--- src/rtl/pipeline_pkg.sv ---
// Shared pipeline constants and the writeback arbiter state encoding.
package pipeline_pkg;

  localparam int unsigned REG_AW   = 5;
  localparam int unsigned DATA_W   = 32;
  localparam int unsigned REG_ZERO = 0;
  localparam int unsigned NUM_REGS = 32;

  typedef enum logic [0:0] {
    PRI_P,
    FORCE_L
  } arb_state_e;

  // One-hot select of a register, with r0 never selected.
  function automatic logic [NUM_REGS-1:0] reg_onehot(input logic [REG_AW-1:0] addr);
    logic [NUM_REGS-1:0] mask;
    mask = '0;
    if (addr != REG_AW'(REG_ZERO)) begin
      mask[addr] = 1'b1;
    end
    return mask;
  endfunction

endpackage

--- src/rtl/regfile_scoreboard.sv ---
// Per-register busy bits for outstanding long-latency writebacks.
module regfile_scoreboard
  import pipeline_pkg::*;
#(
  parameter int unsigned AW = REG_AW
) (
  input  logic                clk_i,
  input  logic                rst_i,
  input  logic                set_valid_i,
  input  logic [AW-1:0]       set_addr_i,
  input  logic                clr_valid_i,
  input  logic [AW-1:0]       clr_addr_i,
  output logic [NUM_REGS-1:0] busy_o
);

  logic [NUM_REGS-1:0] busy_q, busy_d;
  logic [NUM_REGS-1:0] set_mask, clr_mask;

  always_comb begin
    set_mask = '0;
    clr_mask = '0;
    if (set_valid_i) begin
      set_mask = reg_onehot(REG_AW'(set_addr_i));
    end
    if (clr_valid_i) begin
      clr_mask = reg_onehot(REG_AW'(clr_addr_i));
    end
    // A reservation in the same cycle as a clear belongs to a newer op, so set wins.
    busy_d    = (busy_q & ~clr_mask) | set_mask;
    busy_d[0] = 1'b0;
  end

  always_ff @(posedge clk_i or posedge rst_i) begin
    if (rst_i) begin
      busy_q <= '0;
    end else begin
      busy_q <= busy_d;
    end
  end

  assign busy_o = busy_q;

endmodule

--- src/rtl/regfile_wb_arbiter.sv ---
// Arbitrates the single register-file write port between pipeline writeback (priority)
// and a long-latency return path protected from starvation.
module regfile_wb_arbiter
  import pipeline_pkg::*;
#(
  parameter int unsigned STARVE_MAX = 4,
  parameter int unsigned AW         = REG_AW,
  parameter int unsigned DW         = DATA_W
) (
  input  logic                clk,
  input  logic                rst,
  input  logic                p_valid,
  output logic                p_ready,
  input  logic [AW-1:0]       p_addr,
  input  logic [DW-1:0]       p_data,
  input  logic                l_valid,
  output logic                l_ready,
  input  logic [AW-1:0]       l_addr,
  input  logic [DW-1:0]       l_data,
  input  logic                rsv_valid,
  input  logic [AW-1:0]       rsv_addr,
  output logic [NUM_REGS-1:0] busy_mask,
  output logic                rf_we,
  output logic [AW-1:0]       rf_waddr,
  output logic [DW-1:0]       rf_wdata,
  output logic                l_forced
);

  localparam logic [3:0] StarveMax  = 4'(STARVE_MAX);
  localparam logic [3:0] StarveLast = 4'(STARVE_MAX - 1);

  arb_state_e state_q, state_d;
  logic [3:0] starve_q, starve_d;
  logic       rf_we_q, rf_we_d;
  logic [AW-1:0] rf_waddr_q, rf_waddr_d;
  logic [DW-1:0] rf_wdata_q, rf_wdata_d;

  logic p_xfer, l_xfer, l_blocked;

  assign p_xfer    = p_valid && p_ready;
  assign l_xfer    = l_valid && l_ready;
  assign l_blocked = l_valid && !l_ready;

  // Ready depends only on state and p_valid, keeping the handshake loop-free.
  always_comb begin
    p_ready  = 1'b1;
    l_ready  = !p_valid;
    l_forced = 1'b0;
    state_d  = state_q;
    unique case (state_q)
      PRI_P: begin
        if (l_blocked && (starve_q == StarveLast)) begin
          state_d = FORCE_L;
        end
      end
      FORCE_L: begin
        p_ready  = 1'b0;
        l_ready  = 1'b1;
        l_forced = 1'b1;
        if (l_xfer || !l_valid) begin
          state_d = PRI_P;
        end
      end
      default: state_d = PRI_P;
    endcase
  end

  always_comb begin
    starve_d = starve_q;
    if (l_xfer || !l_valid) begin
      starve_d = '0;
    end else if (l_blocked && (starve_q != StarveMax)) begin
      starve_d = starve_q + 4'd1;
    end
  end

  // At most one transfer per cycle; r0 transfers handshake but never write.
  always_comb begin
    rf_we_d    = 1'b0;
    rf_waddr_d = rf_waddr_q;
    rf_wdata_d = rf_wdata_q;
    if (p_xfer) begin
      if (p_addr != AW'(REG_ZERO)) begin
        rf_we_d    = 1'b1;
        rf_waddr_d = p_addr;
        rf_wdata_d = p_data;
      end
    end else if (l_xfer) begin
      if (l_addr != AW'(REG_ZERO)) begin
        rf_we_d    = 1'b1;
        rf_waddr_d = l_addr;
        rf_wdata_d = l_data;
      end
    end
  end

  always_ff @(posedge clk or posedge rst) begin
    if (rst) begin
      state_q    <= PRI_P;
      starve_q   <= '0;
      rf_we_q    <= 1'b0;
      rf_waddr_q <= '0;
      rf_wdata_q <= '0;
    end else begin
      state_q    <= state_d;
      starve_q   <= starve_d;
      rf_we_q    <= rf_we_d;
      rf_waddr_q <= rf_waddr_d;
      rf_wdata_q <= rf_wdata_d;
    end
  end

  assign rf_we    = rf_we_q;
  assign rf_waddr = rf_waddr_q;
  assign rf_wdata = rf_wdata_q;

  regfile_scoreboard #(
    .AW (AW)
  ) u_scoreboard (
    .clk_i       (clk),
    .rst_i       (rst),
    .set_valid_i (rsv_valid),
    .set_addr_i  (rsv_addr),
    .clr_valid_i (l_xfer),
    .clr_addr_i  (l_addr),
    .busy_o      (busy_mask)
  );

endmodule

--- config.mk ---
export PLATFORM = sky130hd
export DESIGN_NAME = regfile_wb_arbiter
export DESIGN_NICKNAME = d
export VERILOG_FILES = /design/src/rtl/pipeline_pkg.sv /design/src/rtl/regfile_scoreboard.sv /design/src/rtl/regfile_wb_arbiter.sv
export SDC_FILE = /design/constraint.sdc
export NUM_CORES = 1
export LEC_CHECK = 0
export BUFFER_PORTS_ARGS = -buffer_cell sky130_fd_sc_hd__buf_2
export CAP_MARGIN = 10
export CORE_ASPECT_RATIO = 1.4
export CORE_UTILIZATION = 28
export CTS_CLUSTER_DIAMETER = 120
export CTS_CLUSTER_SIZE = 14
export DETAILED_ROUTE_END_ITERATION = 10
export HOLD_SLACK_MARGIN = 0.15
export PLACE_DENSITY = 0.5
export SLEW_MARGIN = 20
export SYNTH_ARGS = -nofsm -noshare
export SYNTH_HDL_FRONTEND = slang
export SYNTH_SLANG_ARGS = --single-unit
--- constraint.sdc ---
create_clock -name clk -period 2.5 [get_ports clk]
set_input_delay 0.25 -clock clk [delete_from_list [all_inputs] [get_ports clk]]
set_output_delay 0.25 -clock clk [all_outputs]
set_load 0.05 [all_outputs]
======== Word-level counts from Yosys, hierarchy flattened ========
Index checks and enable logic that the tools add are counted.
Widths: inputs -> output; s select.
word-level totals
  latch bits .............................. 0
  memories ................................ 0
  input bits .............................. 84
  output and inout port bits .............. 73
  memory bits (read-only) ................. 0
  register bits ........................... 74
  bits in writable memories ............... 0
  word-level logic and storage cells ...... 64
cells by class
  divide/modulo/power cells ............... 0
  $lt $le $gt $ge ......................... 4
  muxes and demuxes ....................... 28
  bitwise gates (word level) .............. 4
  eq/ne operators ......................... 3
  shift-type cells ........................ 0
  multipliers ............................. 0
  reduce and logical (&&, ||, !) cells .... 18
  add/subtract/negate cells ............... 1
operators by type and width
  operator             number
  $mux 32              8
  $and 32x32->32       1
  $not 32->32          1
  $or 32x32->32        1
  $mux 5               4
  $reduce_bool 5->1    3
  $lt 5x6->1 const B   2
  $mux 1               11
  $demux 1 s5          2
  $ge 5x1->1 const B   2
  $mux 4               2
  $logic_and 1x1->1    7
  $reduce_bool 2->1    3
  $add 4x1->4 const B  1
  $eq 4x2->1 const B   1
  $ne 4x3->1 const B   1
  $logic_not 1->1      3
  $reduce_and 3->1     1
  $ne 2x1->1 const B   1
  $pmux 1 s2           1
  $logic_or 1x1->1     1
  $not 1->1            1

======== Longest topological paths before layout ========
  depth after elaboration ................. 9
  depth in mapped cells ................... 7

======== By module ========
From an unflattened synthesis, not the netlist that was laid out.
unflattened totals
  cell total of the unflattened synthesis .. 275
  area, all modules ....................... 3502.1 µm²
by module, submodules not included
  module              cells each  area an instance (µm²)  times used
  regfile_wb_arbiter  153         2215.9                  1
  regfile_scoreboard  122         1286.2                  1

======== Worst setup path after synthesis ========
Ideal clock, no wire load.
  path type ............................... reg-to-reg
  start point ............................. reg state_q
  end point ............................... reg rf_waddr_q[0] (netlist: rf_waddr[0])
  path slack .............................. 0.459 ns
  library setup time ...................... 0.125 ns
  clock period less this slack ............ 2.041 ns
  stages on the path, launching flop included .. 7
  path buffers ............................ 1
  data arrival time ....................... 1.916 ns
  data required time ...................... 2.375 ns
  cell sequence ........................... dfrtp_1 > nor2b_1 > clkinv_1 > clkbuf_1 > nand2_1 > nand2_1 > mux2_4
between the ends
  longest elaborated chain between the ends .. 4
  elaborated cells on any way between the ends .. 9
  classes of those cells .................. eq/ne (1); mux (3); reduce/logical (5)
RTL lines
  element                      RTL line                   text
  from (decl)                  regfile_wb_arbiter.sv:32   arb_state_e state_q, state_d;
  from (signal assigned)       regfile_wb_arbiter.sv:105  state_q <= state_d;
  $mux 1                       regfile_wb_arbiter.sv:50   unique case (state_q)
  net l_ready                  regfile_wb_arbiter.sv:17   output logic l_ready,
  $logic_and 1x1->1            regfile_wb_arbiter.sv:41   assign l_xfer = l_valid && l_ready;
  $reduce_bool 2->1 (no line)  --
  $reduce_and 3->1 (no line)   --
  to (signal assigned)         regfile_wb_arbiter.sv:108  rf_waddr_q <= rf_waddr_d;
  to (decl)                    regfile_wb_arbiter.sv:35   logic [AW-1:0] rf_waddr_q, rf_waddr_d;
The timed path passes the listed nets, and every way through them passes these cells.
A chain may end at the register's enable or synchronous reset.

======== Worst setup path in the final report ========
  start point ............................. reg state_q
  end point ............................... out l_ready
between the ends
  longest elaborated chain between the ends .. 1
RTL lines
  element    RTL line
  $mux 1     regfile_wb_arbiter.sv:50
  to (decl)  regfile_wb_arbiter.sv:17
No other way between the ends.

==> metrics.yaml <==
max_stage_delay_ns: 0.41
grt_setup_unrepaired: "false"
cap_violations: 0
clkTransAtPathRegs_ns: 0.06
worst_r2r_path_depth: 6
clock_latency_ns: 0.33
synthFlopType: "dfrtp_1"
crit_chain: "nor2b_4, clkinv_1, buf_4, buf_2"
crit_slowest_cell: "dfrtp_1"
ios: 157
max_clock_freq_mhz: 496.5
grt_pass1_vias: 3174
fin_skew_ns: 0.005852
synthesis.area_mm2: 0.003522
p_int_w: 0.002677
htree_levels: 3
r2r-start: "state_q"
drt_iter0_drc: 93
p_clk_share_pct: 32.4
clock-root-buffer: "clkbuf_16"
die_h_um: 134.7
gr-total-overflow: 0
syn_avg_cell_area_um2: 9.894
yosysSeqAreaShare_pct: 52.58
portBuffers: 155
maxSlewHeadroom_pct: 45.57
critPathCaptureType: "output port"
tritoncts: "done"
core.rowCount: 48
synth_edf_count: 0
hold_buffers: 1
finalCriticalPeriod_ns: 2.014
worst_pin_slew_ns: 0.8155
die_width_um: 96.79
comb_power_share_pct: 33.0
num_antenna_cells: 0
critPathLaunchType: "flop"
multi_input_area_mm2: 0.001570
synth.distinct_cells: 32
ff2ff_setup_slack_ns: 0.68
final_common_cell: "buf_2"
place_congestion: 0.7458
critPathMaxFanout: 26
crit_arrival_ns: 1.76
synth_warnings: 0
dieArea_mm2: 0.01304
status: "finished, final reports clean"
ctsResizeCount: 0
syn-num-nets: 442
cts_buffer_depth: 2
wl_per_cell_um: 15.06
hpwl_mm: 7.497
p_seq_share_pct: 34.7
wirelength_mm: 10.07
criticalPathCategory: "flop to output port"
whs_endpoint: "rf_wdata[16]"
synth_cells: 356
ir_drop_mv: 0.4042
report.final.setup_viol: 0
hold_path_depth: 4
p_sw_w: 0.001670
hp-start: "p_data[16]"
p_leak_nw: 2.465
viasPerCell: 4.706
drtAntennaViolNets: 0
grt_util_all_layers_pct: 15.74
fill_cells: 1256
worst_r2r_endpoint: "rf_wdata[5]"
synthArstFlopShare_pct: 100.0
hold_path.class: "primary input to flop"
routed-via-count: 3148
power_density_mw_per_mm2: 904.1
antenna_found_initial: 0
areaGrowthSynthToFinish_pct: 36.52
swShare_pct: 38.42
finalHoldViolations: 0
core_area_mm2: 0.01231
grt_max_degree: 48
final_cell_mix: "buf_2 (155), nand2_1 (115), dfrtp_1 (74), o21ai_0 (64), mux2_4 (19)"
holdWs_ns: 0.2351
layout-drive-gt1-share_pct: 43.16
finalMaxSlewViolations: 0
cts_setup_buffers: 0
dr.pass1.iters: 6
numCtsBuffers: 9
fin_crit_sh_pct: 80.56
finalCoreUtilization_pct: 39.05
regArea_mm2: 0.001852
setup_tns_ns: 0
grt_pass1_wl_mm: 16.03
drc: 0
cp.required_ns: 2.25
nets: 600
cts.sinks: 74
synth-seq-cells: 74
initial_core_util_pct: 28.61
## metrics by stage
step	instance area, um2	setup slack [ns]	power (W)	instances
after floorplan	3522	0.3684	0.002570	356
after global placement	4471	0.6381	0.002954	652
after detailed placement	4471	0.6237	0.002970	652
after CTS	4808	0.4732	0.004404	669
after global routing	4808	0.3816	0.004544	669
final	4808	0.4859	0.004347	669
## final cells by class
cell class	instances	area share, %
clock buffer	10	4.970
clock inverter	6	1.848
inverter	5	0.4163
multi-input combinational	261	32.66
sequential	74	38.51
tap	150	3.903
timing repair buffer	163	17.69
## cell usage after synthesis (2+ instances only)
master	n	share of area (%)
o21ai_0	64	9.1
or3b_2	4	0.99
clkbuf_1	10	1.1
ha_1	2	0.71
nand4b_1	2	0.50
nand2_1	115	12
nand3_1	6	0.85
inv_1	4	0.43
nand3b_1	9	1.9
mux2_2	18	5.8
buf_6	3	0.96
nor2_1	8	0.85
mux2_4	19	8.1
dfrtp_1	74	53
## cells by family after synthesis
| family | Yosys count | share of synthesized area [%] |
|---|---|---|
| xor gates and xnor gates | 1 | 0.2487 |
| AOI/OAI and AO/OA | 66 | 9.982 |
| muxes | 38 | 14.14 |
| DFF | 74 | 52.58 |
| adders and majority gates | 2 | 0.7104 |
| buffers and inverters | 21 | 3.055 |
| other | 1 | 0.1065 |
| and+or+nand+nor | 153 | 19.18 |
## critical path: cells and delay by family, from the launching register on
family | cells | cell delay (ns)
DFF | 1 | 0.41
buffers and inverters | 3 | 0.88
and+or+nand+nor | 1 | 0.14
## power by group through the flow
| stage | Combinational [W] | Clock [W] | Sequential [W] |
|---|---|---|---|
| after CTS | 0.00145 | 0.00145 | 0.00151 |
| after detailed placement | 0.00144 | 0 | 0.00153 |
| after global routing | 0.00152 | 0.00149 | 0.00153 |
| after global placement | 0.00143 | 0 | 0.00153 |
| after floorplan | 0.000330 | 0 | 0.00224 |
| final | 0.00143 | 0.00141 | 0.00151 |
## how the worst max path moves through the flow
stage              start            to  slack [ns]
2_1_floorplan        rst   rf_waddr[0]        0.37
3_3_place_gp   l_addr[3]   rf_wdata[8]        0.64
3_5_place_dp   l_addr[3]  rf_wdata[10]        0.62
4_1_cts          state_q       l_ready        0.47
5_1_grt          state_q       l_ready        0.38
6_report         state_q       l_ready        0.49
## routing by layer
metal | vias to the layer above | share of wire, % | GRT usage, %
li1 | 1518 | - | -
met1 | 1501 | 39 | 16.98
met2 | 110 | 52 | 27.82
met3 | 19 | 6.1 | 4.037
met4 | 0 | 3.5 | 9.204
met5 | - | 0 | 0
## flip-flops by register name, indices dropped and copies added, names as in the netlist
| name | count |
|---|---|
| state_q | 1 |
| u_scoreboard.busy_o | 31 |
| starve_q | 4 |
| rf_waddr | 5 |
| rf_we | 1 |
| rf_wdata | 32 |
No activity file was read; power rests on OpenSTA's default activity.
